===== config.mk =====
export PLATFORM = sky130hd
export DESIGN_NAME = alu_op_sequencer
export DESIGN_NICKNAME = d
export VERILOG_FILES = /design/src/rtl/alu_op_sequencer.sv
export SDC_FILE = /design/constraint.sdc
export NUM_CORES = 1
export LEC_CHECK = 0
export ABC_AREA = 1
export BUFFER_PORTS_ARGS = -buffer_cell sky130_fd_sc_hd__buf_2
export CAP_MARGIN = 20
export CORE_MARGIN = 4
export CORE_UTILIZATION = 60
export DETAILED_ROUTE_END_ITERATION = 16
export GPL_TIMING_DRIVEN = 1
export PLACE_DENSITY_LB_ADDON = 0.2
export REMOVE_ABC_BUFFERS = 1
export SLEW_MARGIN = 20
export SYNTH_ARGS = -nofsm -noshare
export SYNTH_HDL_FRONTEND = slang
export SYNTH_SLANG_ARGS = --single-unit
export TNS_END_PERCENT = 50

===== constraint.sdc =====
create_clock -name clk -period 5.1 [get_ports clk]
set_input_delay 0.765 -clock clk [delete_from_list [all_inputs] [get_ports clk]]
set_output_delay 0.765 -clock clk [all_outputs]
set_load 0.02 [all_outputs]

===== src/rtl/alu_op_sequencer.sv =====
`default_nettype none
// ============================================================================
// Module   : alu_op_sequencer
// Brief    : Four-state issue stage that reads an 8x16 register file, drives
//            an external ALU, captures its result and writes it back.
// Revision : 1.0 - initial release
// ============================================================================
module alu_op_sequencer #(
    parameter int DW   = 16,
    parameter int NREG = 8,
    parameter int AW   = 3
) (
    input  logic          clk,
    input  logic          rst,
    input  logic          cmd_valid,
    output logic          cmd_ready,
    input  logic [3:0]    cmd_op,
    input  logic [AW-1:0] cmd_rd,
    input  logic [AW-1:0] cmd_rs1,
    input  logic [AW-1:0] cmd_rs2,
    input  logic          ld_en,
    input  logic [AW-1:0] ld_addr,
    input  logic [DW-1:0] ld_data,
    output logic [DW-1:0] alu_a,
    output logic [DW-1:0] alu_b,
    output logic [3:0]    alu_sel,
    input  logic [DW-1:0] alu_out,
    input  logic          alu_carry,
    output logic          res_valid,
    output logic [DW-1:0] res_data,
    output logic          res_carry,
    output logic [AW-1:0] res_rd
);

    typedef enum logic [1:0] {
        S_IDLE = 2'd0,
        S_READ = 2'd1,
        S_EXEC = 2'd2,
        S_WB   = 2'd3
    } state_t;

    state_t        r_state;
    logic [DW-1:0] r_rf [NREG];
    logic [3:0]    r_op;
    logic [AW-1:0] r_rd;
    logic [AW-1:0] r_rs1;
    logic [AW-1:0] r_rs2;
    logic [DW-1:0] r_alu_a;
    logic [DW-1:0] r_alu_b;
    logic [3:0]    r_alu_sel;
    logic          r_res_valid;
    logic [DW-1:0] r_res_data;
    logic          r_res_carry;
    logic [AW-1:0] r_res_rd;

    // Ready must drop while reset is asserted, even if the state is already IDLE.
    assign cmd_ready = (r_state == S_IDLE) && !rst;

    assign alu_a     = r_alu_a;
    assign alu_b     = r_alu_b;
    assign alu_sel   = r_alu_sel;
    assign res_valid = r_res_valid;
    assign res_data  = r_res_data;
    assign res_carry = r_res_carry;
    assign res_rd    = r_res_rd;

    always_ff @(posedge clk) begin
        if (rst) begin
            r_state     <= S_IDLE;
            for (int i = 0; i < NREG; i++) begin
                r_rf[i] <= '0;
            end
            r_op        <= '0;
            r_rd        <= '0;
            r_rs1       <= '0;
            r_rs2       <= '0;
            r_alu_a     <= '0;
            r_alu_b     <= '0;
            r_alu_sel   <= '0;
            r_res_valid <= 1'b0;
            r_res_data  <= '0;
            r_res_carry <= 1'b0;
            r_res_rd    <= '0;
        end else begin
            r_res_valid <= 1'b0;

            // Direct load comes first so a same-edge write-back overrides it.
            if (ld_en && (ld_addr != '0)) begin
                r_rf[ld_addr] <= ld_data;
            end

            case (r_state)
                S_IDLE: begin
                    if (cmd_valid) begin
                        r_op    <= cmd_op;
                        r_rd    <= cmd_rd;
                        r_rs1   <= cmd_rs1;
                        r_rs2   <= cmd_rs2;
                        r_state <= S_READ;
                    end
                end
                S_READ: begin
                    r_alu_a   <= (r_rs1 == '0) ? '0 : r_rf[r_rs1];
                    r_alu_b   <= (r_rs2 == '0) ? '0 : r_rf[r_rs2];
                    r_alu_sel <= r_op;
                    r_state   <= S_EXEC;
                end
                S_EXEC: begin
                    r_res_data  <= alu_out;
                    r_res_carry <= alu_carry;
                    r_res_rd    <= r_rd;
                    r_res_valid <= 1'b1;
                    r_state     <= S_WB;
                end
                S_WB: begin
                    if (r_rd != '0) begin
                        r_rf[r_rd] <= r_res_data;
                    end
                    r_state <= S_IDLE;
                end
                default: r_state <= S_IDLE;
            endcase
        end
    end

endmodule
`default_nettype wire


---- After elaboration in Yosys (flattened, before gate mapping) ----
Memory sizes are Yosys's and may differ from the RTL's. A register that Yosys moved wholly into a read port is not among the register bits.
Cells that the tools add are included.
word-level totals
  register bits after elaboration ......... 72
  bits in writable memories ............... 128
  input bits .............................. 53
  output and inout bits ................... 58
  memories kept ........................... 1
operators by class
  equality and inequality tests ........... 4
  muxes and demuxes ....................... 24
  reductions and logical operators ........ 11
memory list
  memory  words  width  read ports  clocked after Yosys merged registers in  write ports  RTL line  text
  r_rf    8      16     2           2                                        8            43        logic [DW-1:0] r_rf [NREG];
operator list
  operator                                                               number
  16-bit two-way mux                                                     4
  16-bit OR reduction                                                    2
  3-bit two-way mux                                                      6
  1-bit two-way mux                                                      12
  2-bit case mux with 4 select lines                                     1
  3-bit zero test                                                        2
  3-bit nonzero test                                                     2
  2-bit equality test, second input constant                             2
  2-bit by 1-bit equality test with 1-bit output, second input constant  1
  1-bit logical AND                                                      2
  2-bit zero test                                                        1
  2-bit two-way mux                                                      1
  2-bit inequality test, second input constant                           1
  2-bit AND reduction                                                    1
  1-bit zero test                                                        1

---- Longest topological paths before layout ----
Gate-level depths: netlist of run 1.
  word-level depth ........................ 7
  gate-level depth with buffers ........... 8
  mapped depth without buffers ............ 6

---- Worst setup path after synthesis of run 1 ----
No wires, ideal clock.
  path kind ............................... in2reg
  start ................................... input ld_en
  end ..................................... memory r_rf[2][0] (enable)
  setup time .............................. 0.394 ns
  data arrival time ....................... 1.973 ns
  path slack .............................. 2.732 ns
  cell stages on the path ................. 4
  path buffers ............................ 0
  path through ............................ inv_1 > nor2_4 > nand3b_2 > o211ai_1
RTL lines
  item                RTL line  text
  start: declaration  21        input logic ld_en,
  end: declaration    43

---- Final worst setup path of run 1 ----
  start ................................... register r_state[1]
  end ..................................... register r_alu_b[9] (netlist: alu_b[9])
between the ends
  word-level cells in the longest chain between the ends .. 1
RTL lines
  item                                            RTL line  text
  start: declaration                              42        state_t r_state;
  start signal: assignment                        69        r_state <= S_IDLE;
  start signal: assignment                        99        r_state <= S_READ;
  start signal: assignment                        106       r_state <= S_EXEC;
  2-bit by 1-bit equality test with 1-bit output  92        case (r_state)
  end signal: assignment                          104       r_alu_b <= (r_rs2 == '0) ? '0 : r_rf[r_rs2];
  end: declaration                                49        logic [DW-1:0] r_alu_b;
No other way between the ends.
A chain may end at the register's enable or synchronous reset.

==> results of run 1 <==
-- where the power goes --
group	switching (W)	internal [W]	total [W]
logic	0.00131	0.000514	0.00182
registers	0.000103	0.00199	0.00209
clock network	0.000651	0.000923	0.00157
total	0.00206	0.00343	0.00549
-- state kept, by name, indices dropped and copies added, names as in the netlist, 4 cells and up, named ones only --
register / count
res_data: 16
alu_b: 16
r_op: 4
alu_a: 16
alu_sel: 4
r_rf: 128
-- routing by layer --
metal,wire [µm],track usage [%],vias to the layer above
met4,1170,13.0,0
met2,13600,46.5,710
met1,11700,43.1,4396
met3,4080,6.07,96
met5,0,0,-
li1,-,-,4475
-- path summary, 6_finish.rpt --
kind,endpoint,slack (ns),depth (start not counted)
hold reg to reg,alu_b[3],0.46,2
hold / removal,alu_b[3],0.46,2
setup reg to reg,alu_b[9],2.49,6
setup / recovery,alu_b[9],2.49,6
-- through the flow --
stage	setup slack, ns	total power, W	util, %	cells
after floorplan	2.49	0.00327	-	1207
after global placement	2.16	0.00384	65.5	1553
after detailed placement	2.05	0.00391	65.8	1555
after CTS	2.56	0.00546	70.1	1596
after global routing	2.40	0.00577	70.1	1596
final	2.49	0.00549	70.1	1596
-- cells by family (layout without fill, tap and decap cells) --
group | after synthesis | after routing | share of synthesized area (%)
other | 1 | 16 | 0.0362
and+or+nand+nor | 587 | 587 | 25.1
AOI/OAI and AO/OA | 211 | 211 | 11.8
buffers and inverters | 263 | 351 | 10.2
adders and majority gates | 5 | 5 | 0.605
DFF | 206 | 206 | 52.2
-- synth_stat cells --
master	instances
a211oi_1	1
a21oi_1	53
buf_1	3
buf_2	37
buf_4	7
clkbuf_1	34
conb_1	1
dfxtp_1	78
edfxtp_1	128
ha_1	5
inv_1	178
inv_2	4
nand2_1	293
nand2_2	5
nand3_1	224
nand3_2	7
nand3b_2	1
nand4_2	2
nor2_1	45
nor2_2	4
nor2_4	3
nor3_1	3
o211ai_1	7
o21ai_0	30
o21ai_1	8
o22ai_1	112
-- worst reg2reg max path, delay by kind of cell, from the launching register on --
family	cells	cell delay, ns
buffers and inverters	2	0.47
AO/OA/AOI/OAI	1	0.19
AND/OR/NAND/NOR	2	1.25
flip-flops	1	0.33
adder cells (fa/ha/maj)	1	0.30
-- layout by cell type, fill, tap and decap left out, drive strengths merged --
| cell type | n |
|---|---|
| nand2 | 298 |
| nand3 | 231 |
| inv | 184 |
| edfxtp | 128 |
| buf | 128 |
| o22ai | 112 |
| dfxtp | 78 |
| a21oi | 53 |
| nor2 | 52 |
| o21ai | 38 |
| clkbuf | 34 |
| conb | 16 |
| o211ai | 7 |
| ha | 5 |
| clkinv | 5 |
| nor3 | 3 |
| nand4 | 2 |
| nand3b | 1 |
| a211oi | 1 |
-- layout make-up --
type / count / share of cell area (%)
Inverter: 182 / 5.84
Clock inverter: 7 / 0.351
Sequential cell: 206 / 46.0
Timing Repair Buffer: 128 / 6.11
Multi-Input combinational cell: 819 / 33.6
Clock buffer: 34 / 5.78
Tap cell: 220 / 2.34
==> impl_metrics.yaml, run 1 <==
grt:
  track_usage_pct: 30.6
  gr-total-overflow: 0
  grt_max_degree: 66
  first_global_vias: 8992
  grt_first_pass_wirelength_um: 47900
  antenna_found_initial: 0
critical_path:
  startpoint_type: "register"
  critPathBufInv: 2
  cp_top_family: "simple AND/OR/NAND/NOR gates"
  r2r_start: "r_state[1]"
  critPathMaxStageDelay_ns: 1.00
  startpoint: "r_state[1]"
  cp_cell_sequence: "inv_1 -> ha_1 -> inv_2 -> nor2_2 -> nand3_1 -> a21oi_1"
  crit_slowest_cell: "nor2_2"
  cp-end-kind: "register"
  critPathKind: "reg -> reg"
  cp_data_required_time_ns: 5.52
  path_max_fanout: 38
  cp.arrival_ns: 3.03
final_layout:
  diodes: 0
  nNetsFinal: 1418
  final_cell_area_um2: 11800
  area_growth_pct: 13.5
  drive_gt1_share_pct: 14.0
  seqCellArea_um2: 5410
  fill_cells: 1378
  multi_input_area_um2: 3940
yosys:
  synthCells: 1273
  ys_ff_latch: 206
  synth-seq-area-share_pct: 52.2
  yosysWarnings: 0
  syn_area_um2: 10300
  synthDominantCellAreaShare_pct: 37.1
  synth_area_per_cell_um2: 8.13
  synthTopCellsByArea: "edfxtp_1 37%, dfxtp_1 15%, nand3_1 11%"
  netlist-cell-type-count: 26
  yosysTopAreaCell: "edfxtp_1"
clock_tree:
  clock_latency_ns: 0.50
  ctsResizeCount: 0
  cts_buffers: 23
  clkSlewWorstSetupHoldPaths_ns: 0.06
  tritoncts: "done"
  holdBufCountCts: 0
  cts-root-buf: "clkbuf_16"
  clkSinkCount: 206
  cts_setup_buffers: 0
  cts_htree_levels: 1
  ctsLongestPathBuffers: 3
sta:
  period_minus_slack_ns: 2.61
  whs_ns: 0.459
  finalHoldViolCount: 0
  fmax_ghz: 0.383
  finalSetupViolCount: 0
  rsz0062_at_grt: "no"
  tns_ns: 0
  period_share_pct: 51.2
  max_slew.worst_pin.slew_ns: 1.14
  worst_clock_skew_ns: 0.00878
  report.final.slew_viol_count: 0
  relSlewSlack_pct: 23.9
place:
  place_area_um2: 11000
  gp_congestion: 0.870
  hpwl_um: 19000
  place.port_buffers: 110
drt:
  avgViaCountPerCell: 6.06
  drc: 0
  ant_nets: 0
  drtIter0Drc: 1324
  drtPass1Iterations: 6
  num_vias: 9677
  wl_um: 30600
  post_drt_wl_per_cell_um: 19.1
power:
  ir_drop_mv: 0.444
  power_density_nw_per_um2: 467
  leakagePower_nw: 5.15
floorplan:
  die_w_um: 139
  fp.dieH_um: 139
  io_pins: 111
  core-area_um2: 16800
  rows: 47
  initial_core_util_pct: 61.7
  die-area_um2: 19400
run:
  max_cap_viol_count: 0
worst_hold_path:
  hold_start: "alu_b[3]"
  hold_class: "reg -> reg"
outcome:
  status: "finished clean"
(Power assumes the default switching activity.)
==> inputs of run 2 (changes only) <==
--- a/config.mk
+++ b/config.mk
@@ -5,11 +5,11 @@
 export SDC_FILE = /design/constraint.sdc
 export NUM_CORES = 1
 export LEC_CHECK = 0
-export ABC_AREA = 1
+export ABC_AREA = 0
 export BUFFER_PORTS_ARGS = -buffer_cell sky130_fd_sc_hd__buf_2
 export CAP_MARGIN = 20
 export CORE_MARGIN = 4
-export CORE_UTILIZATION = 60
+export CORE_UTILIZATION = 53
 export DETAILED_ROUTE_END_ITERATION = 16
 export GPL_TIMING_DRIVEN = 1
 export PLACE_DENSITY_LB_ADDON = 0.2
==> constraint.sdc (replaced) <==
create_clock -name clk -period 2.2 [get_ports clk]
set_input_delay 0.33 -clock clk [delete_from_list [all_inputs] [get_ports clk]]
set_output_delay 0.33 -clock clk [all_outputs]
set_load 0.02 [all_outputs]
==> run 2 against run 1 <==
Effect of this change:
- sequential cell count unchanged
- sequential power up 130%
- clock skew down 0.0014 ns
- maximum frequency up 26%
- critical path type unchanged
- highest routed layer unchanged
==> impl_metrics.yaml, run 2 <==
final_layout:
  area_growth_pct: 17.2
  final_cell_mix: "142 x a22o_1, 128 x edfxtp_1, 110 x buf_2, 89 x mux2i_1, 76 x dfxtp_1"
  seqCellArea_um2: 5410
  layout_commonest_cell: "a22o_1"
  fin_cells: 1178
  diodes: 0
  final_cell_area_um2: 11700
  fill_cells: 1453
  drive_gt1_share_pct: 28.9
  largest_reg_flops: 128
  nNetsFinal: 985
  largest-register: "r_rf"
  multi_input_area_um2: 4320
power:
  ir_drop_mv: 0.614
  power_density_nw_per_um2: 947
  leakagePower_nw: 4.46
yosys:
  synth-seq-area-share_pct: 54.0
  yosysWarnings: 0
  netlist-cell-type-count: 39
  async_flop_share_pct: 0
  synth_area_per_cell_um2: 12.3
  yosysMostFrequentCell: "a22o_1"
  ys_ff_latch: 206
  ys.flop_type: "edfxtp_1"
  synth_edf_count: 128
  synthCells: 816
  synthTopCellsByArea: "edfxtp_1 38%, dfxtp_1 16%, a22o_1 12%"
  synth_common_cells: "142 x a22o_1, 128 x edfxtp_1, 89 x mux2i_1"
  syn_area_um2: 10000
  synthDominantCellAreaShare_pct: 38.4
  yosysTopAreaCell: "edfxtp_1"
floorplan:
  die-area_um2: 21200
  initial_core_util_pct: 53.7
  fp.dieH_um: 145
  die_w_um: 145
  core-area_um2: 18600
  io_pins: 111
  rows: 50
clock_tree:
  cts_htree_levels: 1
  cts_setup_buffers: 0
  ctsResizeCount: 0
  cts-root-buf: "clkbuf_16"
  clkSlewWorstSetupHoldPaths_ns: 0.06
  clock_latency_ns: 0.51
  cts_buffers: 23
  tritoncts: "done"
  holdBufCountCts: 0
  ctsLongestPathBuffers: 3
  clkSinkCount: 206
critical_path:
  cp.arrival_ns: 2.44
  cp-end-kind: "register"
  critPathKind: "reg -> reg"
  startpoint_type: "register"
  path_max_fanout: 16
  cp_data_required_time_ns: 2.56
grt:
  grt_max_degree: 66
  first_global_vias: 7908
  track_usage_pct: 26.4
  gr-total-overflow: 0
  grt_first_pass_wirelength_um: 43900
  antenna_found_initial: 0
place:
  gp_congestion: 0.852
  place.port_buffers: 110
  place_area_um2: 11000
  place_inst: 1135
  pre_cts_ws_ns: 0.0652
  hpwl_um: 17600
drt:
  post_drt_wl_per_cell_um: 24.9
  wl_um: 29300
  drc: 0
  ant_nets: 0
  num_vias: 7664
  drtIter0Drc: 650
  avgViaCountPerCell: 6.51
  drtPass1Iterations: 5
run:
  max_cap_viol_count: 0
worst_hold_path:
  hold_class: "in -> reg"
sta:
  report.final.slew_viol_count: 0
  relSlewSlack_pct: 31.1
  period_share_pct: 94.3
  fmax_ghz: 0.482
  finalHoldViolCount: 0
  worst_clock_skew_ns: 0.00742
  max_slew.worst_pin.slew_ns: 1.03
  period_minus_slack_ns: 2.07
  rsz0062_at_grt: "no"
  finalSetupViolCount: 0
  postLayoutSetupSlackWorst_ns: 0.125
outcome:
  status: "finished clean"
## run 2: cell count changes in the layout (fill, tap and decap cells not counted), moves of 30 or more
cell / previous run / this run
inv_1: 178 / 4
a22o_1: 0 / 142
nand3_1: 224 / 0
o31ai_1: 0 / 30
nand2_1: 293 / 61
o21ai_0: 30 / 0
mux2i_1: 0 / 89
a21oi_1: 53 / 13
mux2_2: 0 / 62
o22ai_1: 112 / 30
## run 2: worst max-delay path, cell delays in order (launching register included)
cell,delay [ns]
dfxtp_1,0.34
ha_1,0.26
nor3b_2,0.20
a211oi_4,0.88
a22o_1,0.25
## run 2: per-stage QoR
stage	hold slack [ns]	setup TNS [ns]	util, %	total power [W]
after floorplan	0.399	-31.47	-	0.00642
after global placement	0.434	0	58.8	0.00723
after detailed placement	0.436	0	58.8	0.00735
after CTS	0.0422	0	62.8	0.0111
after global routing	0.0563	0	62.9	0.0115
final	0.0567	0	62.9	0.0111
## run 2: kinds of logic after synthesis
group	share of synthesized area, %
flip-flops	54.0
adder cells (fa/ha/maj)	0.625
multiplexers	15.9
AO/OA/AOI/OAI	19.6
AND/OR/NAND/NOR	6.36
other	0.0374
buffers and inverters	3.60
## run 2: cell type report
type                            instances  area share, %
Sequential cell                       206           46.1
Multi-Input combinational cell        541           36.9
Timing Repair Buffer                  151           7.95
Clock buffer                           32           5.72
Tap cell                              234           2.50
Clock inverter                         10          0.768
Inverter                                4          0.128
## run 2: path summary, 6_finish.rpt
| check | endpoint | cells after the start | slack, ns | startpoint |
|---|---|---|---|---|
| setup reg to reg | r_rf[2][13] | 4 | 0.13 | r_state[0] |
| hold / removal | res_data[11] | 3 | 0.06 | alu_out[11] |
| setup / recovery | r_rf[2][13] | 4 | 0.13 | r_state[0] |
| hold reg to reg | alu_b[5] | 2 | 0.45 | alu_b[5] |
## run 2: power by group
part	leakage, nW	internal [W]	switching (W)
Combinational	2.18	0.000998	0.00150
Clock	0.368	0.00226	0.00155
Sequential	1.91	0.00448	0.000328
Total	4.46	0.00773	0.00338
## run 2: metal layers
metal | global-route usage, % | up-vias | part of all wire, %
met5 | 0 | - | 0
met4 | 11.2 | 0 | 4.4
met3 | 4.45 | 103 | 7.8
met2 | 44.7 | 417 | 48
met1 | 33.5 | 3781 | 40
li1 | - | 3363 | -
==> inputs of run 3 (changes only) <==
--- a/config.mk
+++ b/config.mk
@@ -12,7 +12,7 @@
 export CORE_UTILIZATION = 53
 export DETAILED_ROUTE_END_ITERATION = 16
 export GPL_TIMING_DRIVEN = 1
-export PLACE_DENSITY_LB_ADDON = 0.2
+export PLACE_DENSITY = 0.84
 export REMOVE_ABC_BUFFERS = 1
 export SLEW_MARGIN = 20
 export SYNTH_ARGS = -nofsm -noshare
==> run 3 against run 2 <==
Effect of this change:
- design area is 0.46% higher
- global-route usage is 0.69 points lower
- die area stayed put
- maximum frequency is 0.39% lower
- utilization is 0.29 points higher
- sequential share of layout area is 0.21 points lower
- cell count is 0.25% higher
- clock skew is 0.0060 ns higher
- hold slack better by 0.0034 ns
- critical endpoint is now r_rf[6][3]
==> impl_metrics.yaml, run 3 (synthesis results as in run 2) <==
power:
  ir_drop_mv: 0.836
  leakagePower_nw: 4.50
  power_density_nw_per_um2: 949
outcome:
  status: "finished clean"
sta:
  postLayoutSetupSlackWorst_ns: 0.117
  finalHoldViolCount: 0
  finalSetupViolCount: 0
  period_minus_slack_ns: 2.08
  rsz0062_at_grt: "no"
  report.final.slew_viol_count: 0
  period_share_pct: 94.7
  relSlewSlack_pct: 40.2
  worst_clock_skew_ns: 0.0135
  fmax_ghz: 0.480
  max_slew.worst_pin.slew_ns: 0.894
  whs_ns: 0.0601
final_layout:
  drive_gt1_share_pct: 28.9
  nNetsFinal: 989
  layout_commonest_cell: "a22o_1"
  diodes: 0
  largest_reg_flops: 128
  final_cell_mix: "142 x a22o_1, 128 x edfxtp_1, 110 x buf_2, 89 x mux2i_1, 76 x dfxtp_1"
  largest-register: "r_rf"
  area_growth_pct: 17.7
drt:
  ant_nets: 0
  avgViaCountPerCell: 6.44
  drtPass1Iterations: 5
  wl_um: 28300
  num_vias: 7604
  drc: 0
  drtIter0Drc: 771
  post_drt_wl_per_cell_um: 24.0
critical_path:
  startpoint: "r_state[0]"
  endpoint: "r_rf[6][3]"
  cp.depth: 6
  cp.arrival_ns: 2.33
  crit_slowest_cell: "nor3b_2"
  cp-end-kind: "register"
  path_common_cell: "buf_4"
  critPathMaxStageDelay_ns: 0.42
  path_max_fanout: 16
  cp_top_family: "buffers and inverters"
  critPathBufInv: 2
  reg2reg_slack_ns: 0.12
  r2r_start: "r_state[0]"
  r2r_end: "r_rf[6][3]"
  reg2reg_depth: 6
  startpoint_type: "register"
  cp_data_required_time_ns: 2.44
  critPathKind: "reg -> reg"
  cp_cell_sequence: "ha_1 -> nor3b_2 -> buf_4 -> a311oi_4 -> buf_4 -> a22o_1"
grt:
  gr-total-overflow: 0
  first_global_vias: 7678
  track_usage_pct: 25.7
  grt_first_pass_wirelength_um: 43000
  grt_max_degree: 66
  antenna_found_initial: 1
worst_hold_path:
  hold_class: "in -> reg"
clock_tree:
  cts_htree_levels: 1
  ctsResizeCount: 0
  clkSlewWorstSetupHoldPaths_ns: 0.06
  ctsLongestPathBuffers: 3
  tritoncts: "done"
  cts_buffers: 23
  cts-root-buf: "clkbuf_16"
  clkSinkCount: 206
  clock_latency_ns: 0.50
floorplan:
  io_pins: 111
  fp.dieH_um: 145
  core-area_um2: 18600
  die-area_um2: 21200
  die_w_um: 145
  rows: 50
  initial_core_util_pct: 53.7
place:
  place.port_buffers: 110
  pre_cts_ws_ns: 0.122
  hpwl_um: 17100
  gp_congestion: 0.841
run:
  max_cap_viol_count: 0
==> run 3: how the worst min path moves through the flow <==
stage	startpoint	endpoint	depth (start not counted)
finish	cmd_op[2]	r_op[2]	3
global route	alu_out[4]	res_data[4]	3
CTS	alu_out[6]	res_data[6]	3
detailed placement	alu_a[2]	alu_a[2]	2
global placement	alu_b[1]	alu_b[1]	2
floorplan	rst	r_op[0]	1
==> run 3: stage by stage <==
stage               power (W)  setup TNS [ns]  instance area [µm²]  util (%)  std cells
floorplan             0.00642          -31.47                 9730         -        751
global placement      0.00728               0                11000      59.0       1137
detailed placement    0.00736               0                11000      59.0       1137
CTS                    0.0112               0                11800      63.1       1178
global route           0.0116               0                11800      63.2       1181
finish                 0.0112               0                11800      63.2       1181
==> run 3: routing by layer <==
| layer | GRT usage (%) | share of wire (%) |
|---|---|---|
| met1 | 32.6 | 38 |
| met2 | 41.9 | 47 |
| met3 | 5.95 | 10 |
| met4 | 12.0 | 4.9 |
| met5 | 0 | 0.049 |
==> run 3: repair_timing <==
item	4_1_cts	5_1_grt
setup buffers	0	3
hold buffers	0	0
endpoints found under the hold margin	0	0
setup endpoints to repair	0	1
==> run 3: layout make-up <==
type	instances	area (µm²)
Fill cell	1446	6860
Sequential cell	206	5410
Multi-Input combinational cell	541	4320
Timing Repair Buffer	155	988
Clock buffer	30	632
Tap cell	234	293
Clock inverter	11	128
Inverter	4	15.0
==> run 3: worst min-delay path, delay by kind of cell <==
family	cells	cell delay (ns)
AO/OA/AOI/OAI	1	0.05
buffers and inverters	1	0.09
AND/OR/NAND/NOR	1	0.04
==> run 3: power breakdown <==
group	leakage [nW]	switching, W	internal (W)
Combinational	2.21	0.00148	0.00101
Sequential	1.91	0.000353	0.00448
Clock	0.379	0.00150	0.00236
